[src/rtl/sram_arbiter_pkg.sv]
// Shared constants and types for the board SRAM sequencer/arbiter.
// The core and the SRAM-based board tops import the same values.
package sram_arbiter_pkg;

  localparam int SRAM_AW        = 21;
  localparam int WAIT_DEFAULT   = 1;
  localparam int STARVE_DEFAULT = 8;

  typedef enum logic [1:0] {
    ST_IDLE   = 2'd0,
    ST_SETUP  = 2'd1,
    ST_ACCESS = 2'd2,
    ST_DONE   = 2'd3
  } state_t;

  typedef enum logic {
    PORT_CORE   = 1'b0,
    PORT_LOADER = 1'b1
  } port_t;

endpackage

[src/rtl/sram_arbiter_if.sv]
// One requester port of the SRAM arbiter: level request held until the
// one-cycle ack, with the read data register returned alongside.
interface sram_arbiter_if #(
  parameter int AW = 19
);
  logic          req;
  logic          we;
  logic [AW-1:0] a;
  logic [7:0]    d;
  logic [7:0]    q;
  logic          ack;

  modport master (output req, we, a, d, input q, ack);
  modport slave  (input req, we, a, d, output q, ack);
endinterface

[src/rtl/sram_arbiter.sv]
// Shares the single 8-bit async SRAM between the core and the loader and
// sequences SETUP / ACCESS (WAIT+1 cycles) / DONE strobe timing.
module sram_arbiter
  import sram_arbiter_pkg::*;
#(
  parameter int AW     = 19,
  parameter int WAIT   = WAIT_DEFAULT,
  parameter int STARVE = STARVE_DEFAULT
) (
  input  logic               clock,
  input  logic               reset,
  sram_arbiter_if.slave      core,
  sram_arbiter_if.slave      loader,
  output logic [SRAM_AW-1:0] sramA,
  output logic [7:0]         sramDo,
  input  logic [7:0]         sramDi,
  output logic               sramDoe,
  output logic               sramOe,
  output logic               sramWe
);

  localparam logic [2:0] WAIT_W   = 3'(WAIT);
  localparam logic [3:0] STARVE_W = 4'(STARVE);

  state_t        state, state_nx;
  logic [2:0]    wait_cnt;
  logic [3:0]    starve_cnt;
  port_t         g_port;
  logic          g_we;
  logic [AW-1:0] g_addr;
  logic [7:0]    g_data;
  logic [7:0]    c_q, l_q;
  logic          grant_core, grant_loader;

  // Arbitration and next state.
  always_comb begin
    // NOTE: every signal gets a default first so no path leaves it unassigned and infers a latch.
    state_nx     = state;
    grant_core   = 1'b0;
    grant_loader = 1'b0;
    unique case (state)
      ST_IDLE: begin
        if (core.req && !(loader.req && starve_cnt == STARVE_W)) begin
          grant_core = 1'b1;
        end else if (loader.req) begin
          grant_loader = 1'b1;
        end
        if (grant_core || grant_loader) state_nx = ST_SETUP;
      end
      ST_SETUP:  state_nx = ST_ACCESS;
      ST_ACCESS: if (wait_cnt == 3'd0) state_nx = ST_DONE;
      ST_DONE:   state_nx = ST_IDLE;
    endcase
  end

  // Strobes and acks decode straight from the state register, so they
  // change only on clock edges and return high together with reset.
  always_comb begin
    sramOe     = 1'b1;
    sramWe     = 1'b1;
    sramDoe    = 1'b0;
    core.ack   = 1'b0;
    loader.ack = 1'b0;
    if (state != ST_IDLE) sramDoe = g_we;
    if (state == ST_ACCESS) begin
      sramOe = g_we;
      sramWe = !g_we;
    end
    if (state == ST_DONE) begin
      core.ack   = (g_port == PORT_CORE);
      loader.ack = (g_port == PORT_LOADER);
    end
  end

  assign sramA    = SRAM_AW'(g_addr);
  assign sramDo   = g_data;
  assign core.q   = c_q;
  assign loader.q = l_q;

  always_ff @(posedge clock) begin
    if (reset) begin
      state      <= ST_IDLE;
      wait_cnt   <= '0;
      starve_cnt <= '0;
      g_port     <= PORT_CORE;
      g_we       <= 1'b0;
      g_addr     <= '0;
      g_data     <= '0;
      c_q        <= '0;
      l_q        <= '0;
    end else begin
      // NOTE: non-blocking assignments so every register here sees pre-edge values.
      state <= state_nx;
      unique case (state)
        ST_IDLE: begin
          if (grant_core) begin
            g_port <= PORT_CORE;
            g_we   <= core.we;
            g_addr <= core.a;
            g_data <= core.d;
          end else if (grant_loader) begin
            g_port <= PORT_LOADER;
            g_we   <= loader.we;
            g_addr <= loader.a;
            g_data <= loader.d;
          end
          // The loader only accrues starvation while it is actually waiting.
          if (grant_loader || !loader.req) begin
            starve_cnt <= '0;
          end else if (grant_core && starve_cnt != STARVE_W) begin
            starve_cnt <= starve_cnt + 4'd1;
          end
        end
        ST_SETUP: wait_cnt <= WAIT_W;
        ST_ACCESS: begin
          if (wait_cnt != 3'd0) begin
            wait_cnt <= wait_cnt - 3'd1;
          end else if (!g_we) begin
            if (g_port == PORT_CORE) c_q <= sramDi;
            else                     l_q <= sramDi;
          end
        end
        ST_DONE: ;
      endcase
    end
  end

endmodule

[src/flat_wrapper.sv]
// flat-port wrapper written by rule: the top's interface ports become plain ports
module sram_arbiter_flat import sram_arbiter_pkg::*;
#(
  parameter int AW     = 19,
  parameter int WAIT   = WAIT_DEFAULT,
  parameter int STARVE = STARVE_DEFAULT
)
  (clock, reset, sramA, sramDo, sramDi, sramDoe, sramOe, sramWe, core_req, core_we, core_a, core_d, core_q, core_ack, loader_req, loader_we, loader_a, loader_d, loader_q, loader_ack);
  sram_arbiter_if #(.AW(AW)) core_i ();
  sram_arbiter_if #(.AW(AW)) loader_i ();
  input  logic clock;
  input  logic reset;
  output logic [SRAM_AW-1:0] sramA;
  output logic [7:0] sramDo;
  input  logic [7:0] sramDi;
  output logic sramDoe;
  output logic sramOe;
  output logic sramWe;
  input wire logic [$bits(core_i.req)-1:0] core_req;
  input wire logic [$bits(core_i.we)-1:0] core_we;
  input wire logic [$bits(core_i.a)-1:0] core_a;
  input wire logic [$bits(core_i.d)-1:0] core_d;
  output wire logic [$bits(core_i.q)-1:0] core_q;
  output wire logic [$bits(core_i.ack)-1:0] core_ack;
  input wire logic [$bits(loader_i.req)-1:0] loader_req;
  input wire logic [$bits(loader_i.we)-1:0] loader_we;
  input wire logic [$bits(loader_i.a)-1:0] loader_a;
  input wire logic [$bits(loader_i.d)-1:0] loader_d;
  output wire logic [$bits(loader_i.q)-1:0] loader_q;
  output wire logic [$bits(loader_i.ack)-1:0] loader_ack;
  assign core_i.req = core_req;
  assign core_i.we = core_we;
  assign core_i.a = core_a;
  assign core_i.d = core_d;
  assign core_q = core_i.q;
  assign core_ack = core_i.ack;
  assign loader_i.req = loader_req;
  assign loader_i.we = loader_we;
  assign loader_i.a = loader_a;
  assign loader_i.d = loader_d;
  assign loader_q = loader_i.q;
  assign loader_ack = loader_i.ack;
  sram_arbiter #(.AW(AW), .WAIT(WAIT), .STARVE(STARVE)) u_core (.clock(clock), .reset(reset), .core(core_i), .loader(loader_i), .sramA(sramA), .sramDo(sramDo), .sramDi(sramDi), .sramDoe(sramDoe), .sramOe(sramOe), .sramWe(sramWe));
endmodule
[config.mk]
export PLATFORM = sky130hd
export DESIGN_NAME = sram_arbiter_flat
export DESIGN_NICKNAME = d
export VERILOG_FILES = /design/src/rtl/sram_arbiter_pkg.sv /design/src/rtl/sram_arbiter_if.sv /design/src/rtl/sram_arbiter.sv /design/src/flat_wrapper.sv
export SDC_FILE = /design/constraint.sdc
export NUM_CORES = 1
export LEC_CHECK = 0
export ABC_AREA = 1
export CAP_MARGIN = 30
export CORE_MARGIN = 2
export CORE_UTILIZATION = 35
export DETAILED_ROUTE_END_ITERATION = 8
export MAX_ROUTING_LAYER = met4
export PLACE_DENSITY = 0.74
export SLEW_MARGIN = 25
export SYNTH_ARGS = -nofsm -noshare
export SYNTH_HDL_FRONTEND = slang
export SYNTH_SLANG_ARGS = --single-unit
[constraint.sdc]
create_clock -name clock -period 2.1 [get_ports clock]
set_clock_uncertainty 0.05 [all_clocks]
set_input_delay 0.42 -clock clock [delete_from_list [all_inputs] [get_ports clock]]
set_output_delay 0.42 -clock clock [all_outputs]
set_load 0.1 [all_outputs]
After elaboration in Yosys (flattened, before gate mapping)
Index checks and enable logic that the tools add are counted.
{ "word_totals": {"in_bits": 68, "regBits": 54, "output_inout_bits": 50, "elab_cells": 70} }
{ "classes": {"n_addsub": 2, "bitwise": 3, "n_eq_ne": 8, "muxes": 27, "reduce_logical": 21} }
{ "ops": {"columns": ["operator", "count"], "rows": [
  ["2-to-1 mux 19 bit", 2],
  ["2-to-1 mux 1 bit", 16],
  ["2-to-1 mux 8 bit", 2],
  ["2-to-1 mux 4 bit", 2],
  ["case mux 2 bit (4 select lines)", 1],
  ["AND reduction 2 bit", 4],
  ["AND reduction 4 bit", 2],
  ["nonzero test 2 bit", 4],
  ["case mux 3 bit (2 select lines)", 1],
  ["adder 4 x 1 -> 4 bit, second input constant", 1],
  ["equality test 2 bit, second input constant", 2],
  ["equality test 4 bit, second input constant", 1],
  ["2-to-1 mux 2 bit", 2],
  ["inequality test 2 x 1 -> 1 bit, second input constant", 2],
  ["inequality test 4 bit, second input constant", 1],
  ["logical AND 1 bit", 3],
  ["logical NOT 1 bit", 3],
  ["logical NOT 3 bit", 1],
  ["2-to-1 mux 3 bit", 1],
  ["inverter 1 bit", 3],
  ["nonzero test 3 bit", 1],
  ["subtractor 3 x 1 -> 3 bit, second input constant", 1],
  ["equality test 2 x 1 -> 1 bit, second input constant", 1],
  ["logical NOT 2 bit", 1],
  ["other kinds (2)", 3]
]} }

Logic depth before layout (Yosys ltp)
{ "depth": {"depth_word": 10, "depth_mapped": 11, "ltp_nobuf": 9} }

Worst setup path before layout
Ideal clock, no wire load.
{ "synth_path": {"kind": "reg-to-output", "from": "register u_core.state[0]", "to": "output port sramDoe", "slack_ns": -0.409, "required_time_ns": 1.630, "arrival_time_ns": 2.039, "stages_incl_launch_ff": 5, "path_buffers": 1, "cell_sequence": "dfxtp_1 inv_1 ha_1 buf_2 nor2_1"} }
{ "synth_via": {"elab_chain_len": 2} }
{ "synth_lines": {"columns": ["element", "line", "source"], "rows": [
  ["from (decl)", "sram_arbiter.sv:25", "state_t state, state_nx;"],
  ["from (signal assigned)", "sram_arbiter.sv:93", "state <= state_nx;"],
  ["nonzero test 2 bit", "sram_arbiter.sv:64", "if (state != ST_IDLE) sramDoe = g_we;"],
  ["2-to-1 mux 1 bit", "sram_arbiter.sv:64", null],
  ["to (decl)", "flat_wrapper.sv:16", "output logic sramDoe;"]
]} }
No other way between the ends.

Worst setup path in the final report
Ends and elaborated chain as after synthesis.

==> impl_metrics.tcl <==
set metrics [dict create \
    end_kind "output port" \
    syn_avg_cell_area_um2 7.15 \
    postCtsSetupBuffers 0 \
    period_share 0.953 \
    ys_warn_count 0 \
    antenna_found_initial 0 \
    cts_tree "done" \
    synthCells 378 \
    run_status "completed" \
    cp-start-kind "flip-flop" \
    hold_viol 0 \
    num_antenna_cells 0 \
    finalCriticalPeriod_ns 2.00 \
    vias_per_cell 4.51 \
    tns_ns 0 \
    htree_levels 2 \
    grt_overflow 0 \
    timing.final.ws_setup_ns 0.0986 \
    synthToLayoutAreaGrowth_pct 46.7 \
    yosysTopAreaCell "dfxtp_1" \
    worstSetupPathType "flip-flop to output port" \
    final_nets 561 \
    cellPowerDensity_nw_per_um2 1470 \
    cp_max_fo 10 \
    die_h_um 91.9 \
    die_x_um 91.9 \
    postSynth.asyncResetShare 0 \
    clock_latency_ns 0.30 \
    slew_viol_final 0 \
    pin_count 118 \
    synthTopCellsByArea "dfxtp_1 (40%), nand2_1 (10%), o21ai_0 (8.7%)" \
    rows 32 \
    yosysTopAreaCellShare 0.400 \
    core_area_um2 7610 \
    grt_pass1_wl_um 12000 \
    irDropWorstVdd_mv 0.734 \
    hold_class "flip-flop to flip-flop" \
    via_count 2651 \
    cts.reportedPaths.clkPinSlew_ns 0.10 \
    grt_usage 0.179 \
    whs_ns 0.422 \
    power_mw 5.81 \
    arrival_ns 1.53 \
    numCtsBuffers 5 \
    wl_um 7080 \
    clkSinkCount 54 \
    grt_max_degree 58 \
    crit_required_ns 1.63 \
    pre_cts_ws_ns -0.0912 \
    netlist_area_um2 2700 \
    fillCellCount 719 \
    post-dp-hpwl_um 5390 \
    synth.distinct_cells 25 \
    max_freq_mhz 500 \
    synth_edf_count 0 \
    ctsLongestPathBuffers 2 \
    initial_core_util 0.355 \
    rsz0062_at_grt "false" \
    finalSetupViolations 0 \
    synth-main-ff-cell "dfxtp_1" \
    drc 0 \
    cts_root_buf "clkbuf_8" \
    ant_nets 0 \
    wl_per_cell_um 12.0 \
    grt_pass1_vias 2586 \
    globalplace.congestion 0.862 \
    maxCapViolations 0 \
    port_buffers 115 \
    ys_seq_area_frac 0.400 \
    die-area_um2 8440 \
    drt-initial-drc-count 148 \
    ys_seq_elements 54 \
    dr.pass1.iters 4 \
    layout-drive-gt1-share 0.152 \
    power_leakage_nw 1.89 \
]
==> cells in the final DEF, fill, tap and decap left out <==
master | synthesis | routed
nor3_4 | 2 | 2
nand2_1 | 74 | 73
ha_1 | 8 | 8
buf_4 | 2 | 50
o21ai_1 | 1 | 1
bufinv_16 | 0 | 1
clkbuf_1 | 6 | 2
conb_1 | 1 | 2
clkbuf_8 | 0 | 5
o211a_1 | 1 | 1
nand3b_1 | 28 | 28
inv_2 | 2 | 2
nand2_2 | 1 | 2
dfxtp_1 | 54 | 54
inv_1 | 48 | 48
clkdlybuf4s50_1 | 0 | 67
nand4_1 | 1 | 1
nor3_1 | 1 | 1
nand3_1 | 4 | 4
or2_2 | 2 | 2
nor2_2 | 0 | 2
nor2_1 | 42 | 40
nand3_2 | 1 | 1
buf_12 | 0 | 6
o21ai_0 | 47 | 47
o21a_4 | 0 | 1
a21oi_1 | 35 | 35
==> where the power goes <==
group	total [mW]	switching, mW	internal, mW
registers	1.50	0.171	1.33
logic	3.63	2.80	0.836
clock network	0.681	0.324	0.357
total	5.81	3.29	2.52
==> sequential cells by signal (all words and copies together), names as in the netlist <==
signal	cells
u_core.state	2
u_core.wait_cnt	3
u_core.sramDo	8
u_core.g_we	1
u_core.g_addr	19
u_core.g_port	1
u_core.starve_cnt	4
u_core.loader.q	8
u_core.core.q	8
==> timing repair <==
action                     4_1_cts  5_1_grt
resized for setup                0        1
hold buffers                     0        0
hold endpoints to repair         0        0
setup endpoints to repair        0        1
==> cells by family after synthesis <==
family | count (synthesis) | synth area share
and+or+nand+nor | 156 | 0.273
other | 1 | 0.00139
buffers and inverters | 74 | 0.128
adders and majority gates | 8 | 0.0371
AOI/OAI and AO/OA | 85 | 0.160
DFF | 54 | 0.400
==> worst paths after layout <==
path	to	depth (start not counted)	slack (ns)	from
setup / recovery	sramDoe	5	0.1	u_core.state[0]
hold / removal	u_core.wait_cnt[0]	2	0.42	u_core.wait_cnt[0]
setup reg to reg	u_core.core.q[3]	7	0.36	u_core.state[0]
hold reg to reg	u_core.wait_cnt[0]	2	0.42	u_core.wait_cnt[0]
==> cell usage after synthesis (2+ instances only) <==
cell type,n
inv_1,48
clkbuf_1,6
a21oi_1,35
buf_4,2
nor3_4,2
dfxtp_1,54
or2_2,2
buf_2,6
nand2_1,74
buf_1,3
inv_2,2
ha_1,8
buf_6,7
nor2_1,42
o21ai_0,47
nand3b_1,28
nand3_1,4
==> metrics by stage <==
step	cell area (um^2)	util	cells
floorplan	2710	-	379
global placement	3850	0.506	580
detailed placement	3850	0.506	580
CTS	3960	0.520	588
global route	3960	0.521	588
finish	3960	0.521	588
==> cell type report <==
| class | instances | area, um^2 | share of cell area |
|---|---|---|---|
| clock buffers | 7 | 76.3 | 0.0193 |
| clock inverters | 1 | 30.0 | 0.00758 |
| inverters | 50 | 188 | 0.0474 |
| multi-input cells | 251 | 1290 | 0.326 |
| flip-flops and latches | 54 | 1080 | 0.273 |
| well taps | 102 | 128 | 0.0322 |
| repair buffers | 123 | 1170 | 0.294 |
==> per-layer routing <==
layer / routed length (um) / up-vias / global-route usage / part of all wire
met1: 3060 / 1164 / 0.213 / 0.43
met4: 112 / 0 / 0.0510 / 0.016
met5: 0 / - / - / 0
met2: 3560 / 71 / 0.307 / 0.50
met3: 350 / 12 / 0.0370 / 0.049
li1: - / 1404 / - / -
==> worst max-delay path: stages, from the launching register on <==
cell and delay (ns):
dfxtp_1 0.37, inv_1 0.09, ha_1 0.24, buf_4 0.19, nor2_2 0.15, buf_12 0.19
Note: power is estimated with default switching activity, not from simulation.
